--- src/rtl/cmd_uart_host.sv ---
// Host-side configuration link initiator: sends a 24-bit command as three UART bytes
// (high byte first) and assembles the two-byte reply, with a response timeout.

module cmd_uart_xcvr #(
    parameter int BAUD_DIV = 434
) (
    input  logic       i_clk,
    input  logic       i_rst_n,
    input  logic       i_trmt,
    input  logic [7:0] i_tx_data,
    output logic       o_tx_done,
    output logic       o_tx,
    input  logic       i_rx,
    output logic       o_rdy,
    output logic [7:0] o_rx_data,
    input  logic       i_clr_rdy
);
    localparam int BW = $clog2(BAUD_DIV + 1);
    localparam logic [BW-1:0] C_BAUD_LAST = BW'(BAUD_DIV - 1);
    localparam logic [BW-1:0] C_BAUD_HALF = BW'(BAUD_DIV / 2);

    logic          r_tx_busy;
    logic [9:0]    r_tx_shift;
    logic [BW-1:0] r_tx_baud;
    logic [3:0]    r_tx_bits;
    logic          r_tx_done;

    // Frame is {stop, data, start}; bit 0 is always what is on the wire.
    always_ff @(posedge i_clk or negedge i_rst_n) begin
        if (!i_rst_n) begin
            r_tx_busy  <= 1'b0;
            r_tx_shift <= '1;
            r_tx_baud  <= '0;
            r_tx_bits  <= '0;
            r_tx_done  <= 1'b0;
        end else begin
            r_tx_done <= 1'b0;
            if (i_trmt) begin
                r_tx_busy  <= 1'b1;
                r_tx_shift <= {1'b1, i_tx_data, 1'b0};
                r_tx_baud  <= '0;
                r_tx_bits  <= '0;
            end else if (r_tx_busy) begin
                if (r_tx_baud == C_BAUD_LAST) begin
                    r_tx_baud  <= '0;
                    r_tx_shift <= {1'b1, r_tx_shift[9:1]};
                    if (r_tx_bits == 4'd9) begin
                        r_tx_busy <= 1'b0;
                        r_tx_done <= 1'b1;
                    end else begin
                        r_tx_bits <= r_tx_bits + 4'd1;
                    end
                end else begin
                    r_tx_baud <= r_tx_baud + 1'b1;
                end
            end
        end
    end

    assign o_tx      = r_tx_shift[0];
    assign o_tx_done = r_tx_done;

    logic [1:0]    r_rx_sync;
    logic          r_rx_busy;
    logic [BW-1:0] r_rx_baud;
    logic [3:0]    r_rx_bits;
    logic [7:0]    r_rx_shift;
    logic [7:0]    r_rx_data;
    logic          r_rdy;
    logic          w_rx;

    assign w_rx = r_rx_sync[1];

    // Samples near mid-bit: index 0 is the start bit, 1..8 data, 9 the stop bit.
    always_ff @(posedge i_clk or negedge i_rst_n) begin
        if (!i_rst_n) begin
            r_rx_sync  <= 2'b11;
            r_rx_busy  <= 1'b0;
            r_rx_baud  <= '0;
            r_rx_bits  <= '0;
            r_rx_shift <= '0;
            r_rx_data  <= '0;
            r_rdy      <= 1'b0;
        end else begin
            r_rx_sync <= {r_rx_sync[0], i_rx};
            if (i_clr_rdy) begin
                r_rdy <= 1'b0;
            end
            if (!r_rx_busy) begin
                if (!w_rx) begin
                    r_rx_busy <= 1'b1;
                    r_rx_baud <= C_BAUD_HALF;
                    r_rx_bits <= '0;
                end
            end else if (r_rx_baud == '0) begin
                r_rx_baud <= C_BAUD_LAST;
                if (r_rx_bits == 4'd9) begin
                    r_rx_busy <= 1'b0;
                    r_rx_data <= r_rx_shift;
                    r_rdy     <= 1'b1;
                end else begin
                    if (r_rx_bits != 4'd0) begin
                        r_rx_shift <= {w_rx, r_rx_shift[7:1]};
                    end
                    r_rx_bits <= r_rx_bits + 4'd1;
                end
            end else begin
                r_rx_baud <= r_rx_baud - 1'b1;
            end
        end
    end

    assign o_rdy     = r_rdy;
    assign o_rx_data = r_rx_data;
endmodule

module cmd_uart_host #(
    parameter int TIMEOUT  = 2_000_000,
    parameter int BAUD_DIV = 434
) (
    input  logic        i_clk,
    input  logic        i_rst,
    input  logic        i_snd_cmd,
    input  logic [23:0] i_cmd,
    output logic        o_tx_c,
    input  logic        i_rx_c,
    output logic        o_busy,
    output logic        o_cmd_sent,
    output logic        o_resp_rdy,
    output logic [15:0] o_resp,
    output logic        o_timeout
);
    localparam int CW = $clog2(TIMEOUT + 1);
    localparam logic [CW-1:0] C_EXPIRE = CW'(TIMEOUT - 1);

    typedef enum logic [2:0] {S_IDLE, S_TXH, S_TXM, S_TXL, S_RXH, S_RXL} state_t;

    state_t        r_state, w_state_next;
    logic [23:0]   r_cmd_q;
    logic [15:0]   r_resp;
    logic          r_resp_rdy;
    logic          r_timeout;
    logic          r_cmd_sent;
    logic          r_trmt;
    logic [7:0]    r_tx_data;
    logic          r_clr_rdy;
    logic [CW-1:0] r_cnt;

    logic       w_tx_done;
    logic       w_rdy;
    logic [7:0] w_rx_data;
    logic       w_rdy_ok;
    logic       w_expire;
    logic       w_accept;
    logic       w_trmt;
    logic [7:0] w_tx_byte;
    logic       w_cmd_sent;
    logic       w_clr_rdy;
    logic       w_cap_hi;
    logic       w_cap_lo;
    logic       w_set_timeout;
    logic       w_cnt_clr;

    cmd_uart_xcvr #(.BAUD_DIV(BAUD_DIV)) u_xcvr (
        .i_clk     (i_clk),
        .i_rst_n   (~i_rst),
        .i_trmt    (r_trmt),
        .i_tx_data (r_tx_data),
        .o_tx_done (w_tx_done),
        .o_tx      (o_tx_c),
        .i_rx      (i_rx_c),
        .o_rdy     (w_rdy),
        .o_rx_data (w_rx_data),
        .i_clr_rdy (r_clr_rdy)
    );

    // rdy is still high while our clr_rdy is in flight; don't consume it twice.
    assign w_rdy_ok = w_rdy & ~r_clr_rdy;
    assign w_expire = (r_cnt >= C_EXPIRE);

    always_comb begin
        w_state_next  = r_state;
        w_accept      = 1'b0;
        w_trmt        = 1'b0;
        w_tx_byte     = 8'h00;
        w_cmd_sent    = 1'b0;
        w_clr_rdy     = 1'b0;
        w_cap_hi      = 1'b0;
        w_cap_lo      = 1'b0;
        w_set_timeout = 1'b0;
        w_cnt_clr     = 1'b0;
        case (r_state)
            S_IDLE: if (i_snd_cmd) begin
                w_accept     = 1'b1;
                w_clr_rdy    = 1'b1;
                w_trmt       = 1'b1;
                w_tx_byte    = i_cmd[23:16];
                w_state_next = S_TXH;
            end
            S_TXH: if (w_tx_done) begin
                w_trmt       = 1'b1;
                w_tx_byte    = r_cmd_q[15:8];
                w_state_next = S_TXM;
            end
            S_TXM: if (w_tx_done) begin
                w_trmt       = 1'b1;
                w_tx_byte    = r_cmd_q[7:0];
                w_state_next = S_TXL;
            end
            S_TXL: if (w_tx_done) begin
                w_cmd_sent   = 1'b1;
                w_cnt_clr    = 1'b1;
                w_state_next = S_RXH;
            end
            S_RXH: if (w_rdy_ok) begin
                w_cap_hi     = 1'b1;
                w_clr_rdy    = 1'b1;
                w_state_next = S_RXL;
            end else if (w_expire) begin
                w_set_timeout = 1'b1;
                w_state_next  = S_IDLE;
            end
            S_RXL: if (w_rdy_ok) begin
                w_cap_lo     = 1'b1;
                w_clr_rdy    = 1'b1;
                w_state_next = S_IDLE;
            end else if (w_expire) begin
                w_set_timeout = 1'b1;
                w_state_next  = S_IDLE;
            end
            default: w_state_next = S_IDLE;
        endcase
    end

    always_ff @(posedge i_clk or posedge i_rst) begin
        if (i_rst) begin
            r_state    <= S_IDLE;
            r_cmd_q    <= '0;
            r_resp     <= '0;
            r_resp_rdy <= 1'b0;
            r_timeout  <= 1'b0;
            r_cmd_sent <= 1'b0;
            r_trmt     <= 1'b0;
            r_tx_data  <= '0;
            r_clr_rdy  <= 1'b0;
            r_cnt      <= '0;
        end else begin
            r_state    <= w_state_next;
            r_trmt     <= w_trmt;
            r_cmd_sent <= w_cmd_sent;
            r_clr_rdy  <= w_clr_rdy;
            if (w_trmt) begin
                r_tx_data <= w_tx_byte;
            end
            if (w_accept) begin
                r_cmd_q    <= i_cmd;
                r_resp_rdy <= 1'b0;
                r_timeout  <= 1'b0;
            end
            if (w_cap_hi) begin
                r_resp[15:8] <= w_rx_data;
            end
            if (w_cap_lo) begin
                r_resp[7:0] <= w_rx_data;
                r_resp_rdy  <= 1'b1;
            end
            if (w_set_timeout) begin
                r_timeout <= 1'b1;
            end
            if (w_cnt_clr) begin
                r_cnt <= '0;
            end else if ((r_state == S_RXH || r_state == S_RXL) && r_cnt != {CW{1'b1}}) begin
                r_cnt <= r_cnt + 1'b1;
            end
        end
    end

    assign o_busy     = (r_state != S_IDLE);
    assign o_cmd_sent = r_cmd_sent;
    assign o_resp_rdy = r_resp_rdy;
    assign o_resp     = r_resp;
    assign o_timeout  = r_timeout;
endmodule

--- config.mk ---
export PLATFORM = sky130hd
export DESIGN_NAME = cmd_uart_host
export DESIGN_NICKNAME = d
export VERILOG_FILES = /design/src/rtl/cmd_uart_host.sv
export SDC_FILE = /design/constraint.sdc
export NUM_CORES = 1
export LEC_CHECK = 0
export ABC_AREA = 1
export CAP_MARGIN = 20
export CORE_ASPECT_RATIO = 1.25
export CORE_MARGIN = 2
export CORE_UTILIZATION = 45
export DETAILED_ROUTE_END_ITERATION = 6
export RECOVER_POWER = 50
export SLEW_MARGIN = 5
export SYNTH_ARGS = -nofsm -noshare
export SYNTH_HDL_FRONTEND = slang
export SYNTH_SLANG_ARGS = --single-unit
export TNS_END_PERCENT = 20
--- constraint.sdc ---
create_clock -name i_clk -period 6.9 [get_ports i_clk]
set_input_delay 2.07 -clock i_clk [delete_from_list [all_inputs] [get_ports i_clk]]
set_output_delay 2.07 -clock i_clk [all_outputs]
set_load 0.1 [all_outputs]
After elaboration in Yosys (flattened, before gate mapping). Index checks and enable logic that the tools add are counted.

$add $sub $neg: 5. $lt $le $gt $ge: 1. Equal/unequal tests: 17. Mux-type cells: 62. Bitwise operators: 3. Reductions and logical operators: 19.

Operators with widths (number): $mux W9 (6); $mux W21 (2); $mux W4 (8); $mux W10 (3); $mux W1 (29); $mux W8 (3); $pmux W8 S3 (1); $add A21 B1 Y21 const B (1); $ge A21 B21 Y1 const B (1); $mux W3 (7); $ne A21 B21 Y1 const B (1); $pmux W3 S6 (1); $ne A2 B2 Y1 const B (5); $reduce_bool A2 Y1 (5); $add A9 B1 Y9 const B (1); $eq A9 B9 Y1 const B (1); $logic_not A9 Y1 (1); $reduce_and A3 Y1 (3); $sub A9 B1 Y9 const B (1); $add A4 B1 Y4 const B (2); $eq A4 B4 Y1 const B (2); $reduce_and A4 Y1 (2); $eq A3 B2 Y1 const B (2); $eq A3 B3 Y1 const B (2); other kinds (12) (17).

Register bits after elaboration: 127. Input bits: 28.

Logic depth before layout (Yosys ltp).
Word-level depth: 5. Mapped depth: 12.

By module. A second synthesis with hierarchy kept.

Cell total of the unflattened synthesis: 776. Area total of the unflattened synthesis: 6376.1 um^2.

By module, submodules not included: cmd_uart_host (times used 1, cells an instance 427, area each 3450.8 um^2); cmd_uart_xcvr (times used 1, cells an instance 349, area each 2925.3 um^2).

Worst setup path after synthesis. OpenSTA, ideal clock, no wires.

Kind: reg2out. Start point: register r_state[0]. End point: output o_busy. Arrival: 1159 ps. Path slack: 3671 ps. Stages on the path, launching flop included: 5. Path through: dfrtp_1 -> nor2_1 -> inv_1 -> nor2_1 -> inv_1.

Cells in the longest elaborated chain, start to end: 1.

RTL lines: start, declared (line 138) `state_t r_state, w_state_next;`; start signal, assigned (line 248) `r_state <= w_state_next;`; $reduce_bool A3 Y1 (line 278) `assign o_busy = (r_state != S_IDLE);`; end, declared (line 127) `output logic o_busy,`.

Every way passes these cells.

Worst setup path after layout. Ends and elaborated chain as after synthesis.

==> run_results.csv <==
group,metric,value,unit
layout,final_area,7320,um2
outcome,run_status,"completed",
synth,syn_avg_cell_area,8.10,um2
route,drt_first_iter_violations,239,
global_routing,grt_pass1_wl,22800,um
floorplanning,ioPinCount,49,
power_and_ir_drop,power.leakage,0.00341,uW
synth,synth_edf_count,0,
placed_design,pre_cts_ws,2.74,ns
timing,tightest_slew,1.21,ns
setup_path,end_kind,"primary output",
synth,ys_ff_latch,126,
setup_path,start_kind,"flop",
clock_network,ctsHoldBuffers,0,
floorplanning,dieArea,14500,um2
route,first_pass_iters,5,
placed_design,io_buffers,48,
timing,hold_slack,0.359,ns
timing,fin_crit_sh,0.623,
clock_network,post_cts_buffers,0,
floorplanning,fp.dieH,134,um
setup_path,worstPathMaxFanout,5,
timing,worst_clock_skew,0.0103,ns
clock_network,cts-resized-gates,0,
timing,rsz0062_at_grt,"false",
timing,fin_ws,2.60,ns
layout,fin_nets,844,
floorplanning,core_area,13200,um2
setup_path,r2r-end,"u_xcvr.r_tx_bits[1]",
synth,netlist_area,6110,um2
global_routing,grt.total_usage,0.201,
synth,synth_area_leader_cell,"dfrtp_1",
layout,syn_to_final_growth,19.8,%
setup_path,cp_slowest_cell,"clkdlybuf4s50_1",
synth,yosys.area.top_type_share,0.471,
setup_path,startpoint,"r_state[0]",
route,wl,13200,um
power_and_ir_drop,p_per_area,308,nW/um2
route,drt-wirelength-per-cell,13.3,um
setup_path,path_class,"flop to primary output",
synth,ys_seq_area_frac,0.518,
global_routing,antenna_found_initial,0,
synth,synth_area_leaders,"dfrtp_1 47%, nand2_1 14%, inv_1 5.0%",
floorplanning,rows,47,
route,viasPerCell,4.97,
floorplanning,start_util,0.462,
synth,async_flop_share,1.00,
route,ant_nets,0,
worst_hold_path,min_path_type,"flop to flop",
timing,fmax,0.233,GHz
layout,layout-drive-gt1-share,0.0744,
layout,antenna_cells,0,
route,vias,4928,
clock_network,cts.sinks,126,
global_routing,grt_overflow,0,
setup_path,r2r_start,"u_xcvr.r_tx_baud[1]",
clock_network,clk_latency,0.42,ns
timing,maxSlewViolCount,0,
synth,syn_inst,755,
synth,synth_nets,792,
synth,synthFlopType,"dfrtp_1",
global_routing,grt_pass1_vias,4855,
synth,yosys_warnings,0,
setup_path,ff2ff_path_depth,10,
synth,ys_types,43,
flow_run,max-cap-violations,0,
clock_network,cts-buffers-inserted,17,
timing,setup_violations,0,
clock_network,clockRootBuffer,"clkbuf_16",
power_and_ir_drop,ir_drop,0.185,mV
clock_network,cts_buffer_depth,2,
floorplanning,die_width,108,um
clock_network,cts_tree,"done",
setup_path,crit_path_end,"o_busy",
route,drcViolationCount,0,
setup_path,required,4.83,ns
timing,period_needed,4.30,ns
placed_design,dp_hpwl,9320,um
global_routing,grt_max_degree,86,
clock_network,clkTransAtPathRegs,0.06,ns
timing,tns,0,ns
clock_network,htree_levels,4,
setup_path,slowest_delay,0.97,ns
timing,max_slew_margin,0.192,
placed_design,placed_area,6720,um2
setup_path,reg2reg_slack,4.43,ns
setup_path,path_cells,"nor2_1 -> inv_1 -> nor2_1 -> inv_1 -> clkdlybuf4s50_1",
layout,final_cells,991,
placed_design,dpl.cell_count,958,
timing,hold_violations,0,
placed_design,gp_congestion,0.883,
setup_path,arrival,2.23,ns
==> worst max-delay path: cells and delay by family (launching register included) <==
| kind | cells | cell delay (ns) |
|---|---|---|
| buffers and inverters | 3 | 1.10 |
| DFF | 1 | 0.41 |
| and+or+nand+nor | 2 | 0.30 |
==> cells by family after synthesis <==
logic type | Yosys count | synth area share
xor+xnor | 13 | 0.0186
flops | 126 | 0.518
compound gates | 99 | 0.0968
buf+inv | 114 | 0.0751
simple gates | 393 | 0.271
mux | 1 | 0.00164
fa+ha+maj | 9 | 0.0184
==> flip-flops by register name, indices dropped and copies added, names as in the netlist <==
signal	cells
o_cmd_sent	1
u_xcvr.o_tx_done	1
u_xcvr.o_rdy	1
u_xcvr.o_rx_data	8
r_state	3
r_cnt	21
u_xcvr.r_rx_baud	9
u_xcvr.r_tx_shift	9
u_xcvr.r_rx_busy	1
u_xcvr.r_rx_shift	8
u_xcvr.r_rx_sync	2
u_xcvr.r_tx_busy	1
o_resp_rdy	1
u_xcvr.r_tx_bits	4
u_xcvr.r_tx_baud	9
r_tx_data	8
r_clr_rdy	1
r_trmt	1
r_cmd_q	16
o_resp	16
u_xcvr.r_rx_bits	4
o_timeout	1
==> metal layers <==
layer,share of wire,wire length (um),vias up,GRT usage
met5,0,0,-,0
met3,0.031,405,16,0.0544
met1,0.44,5810,2343,0.249
li1,-,-,2502,-
met2,0.52,6820,67,0.336
met4,0.015,198,0,0.0705
==> synthesized netlist by cell type (4+ instances only) <==
library cell,number
a21oi_1,12
a22oi_1,9
a31oi_1,7
buf_2,4
clkbuf_1,7
dfrtp_1,115
dfstp_2,11
ha_1,9
inv_1,81
inv_2,13
nand2_1,234
nand3_1,35
nand4_1,9
nor2_1,77
nor2_2,10
nor3_1,13
nor3_2,4
o21ai_0,35
o21ai_1,14
o21ai_2,8
o22ai_1,5
xnor2_1,4
xor2_1,9
==> per-stage QoR <==
step	util	power (uW)
4_1_cts	0.558	2280
3_3_place_gp	0.508	1280
3_5_place_dp	0.508	1300
6_report	0.553	2260
2_1_floorplan	-	1200
5_1_grt	0.553	2390
==> layout make-up <==
| cell class | instances | area (um2) |
|---|---|---|
| Timing Repair Buffer | 50 | 515 |
| Multi-Input combinational cell | 515 | 2400 |
| Fill cell | 1254 | 5910 |
| Tap cell | 171 | 214 |
| Clock inverter | 14 | 216 |
| Clock buffer | 18 | 439 |
| Sequential cell | 126 | 3170 |
| Inverter | 97 | 365 |
==> placed cells by master (no fill, tap or decap), types with 2 or more instances in the layout <==
| cell | Yosys | layout |
|---|---|---|
| o31ai_1 | 3 | 3 |
| nand4_1 | 9 | 9 |
| inv_2 | 13 | 7 |
| dlygate4sd3_1 | 0 | 2 |
| dfstp_2 | 11 | 11 |
| nor4_1 | 2 | 3 |
| clkinv_1 | 3 | 3 |
| o21ai_0 | 35 | 50 |
| o21ai_1 | 14 | 6 |
| xor2_1 | 9 | 9 |
| nor2_1 | 77 | 85 |
| nor3_1 | 13 | 13 |
| clkdlybuf4s50_1 | 0 | 46 |
| a22oi_1 | 9 | 9 |
| clkinvlp_4 | 0 | 4 |
| clkbuf_16 | 0 | 17 |
| xnor2_1 | 4 | 4 |
| o22ai_1 | 5 | 5 |
| a31oi_1 | 7 | 7 |
| nor3_2 | 4 | 4 |
| bufinv_16 | 0 | 5 |
| nor2_2 | 10 | 3 |
| inv_1 | 81 | 86 |
| clkinv_2 | 0 | 2 |
| ha_1 | 9 | 9 |
| dfrtp_1 | 115 | 115 |
| clkinv_4 | 0 | 3 |
| nand3_1 | 35 | 36 |
| a21oi_1 | 12 | 13 |
| nand2_1 | 234 | 238 |
==> worst min path at each step <==
stage | from | endpoint | slack [ns] | depth (start not counted)
floorplan | u_xcvr.r_rx_sync[0] | u_xcvr.r_rx_sync[1] | 0.35 | 0
global placement | u_xcvr.r_rx_sync[0] | u_xcvr.r_rx_sync[1] | 0.35 | 0
detailed placement | u_xcvr.r_rx_sync[0] | u_xcvr.r_rx_sync[1] | 0.35 | 0
CTS | u_xcvr.r_rx_sync[0] | u_xcvr.r_rx_sync[1] | 0.36 | 0
global route | u_xcvr.r_rx_sync[0] | u_xcvr.r_rx_sync[1] | 0.36 | 0
finish | u_xcvr.r_rx_sync[0] | u_xcvr.r_rx_sync[1] | 0.36 | 0
==> power breakdown <==
| group | switching [uW] | internal [uW] |
|---|---|---|
| clock network | 331 | 650 |
| registers | 72.7 | 877 |
| logic | 208 | 120 |
| total | 612 | 1650 |
Note: power is estimated with default switching activity, not from simulation.
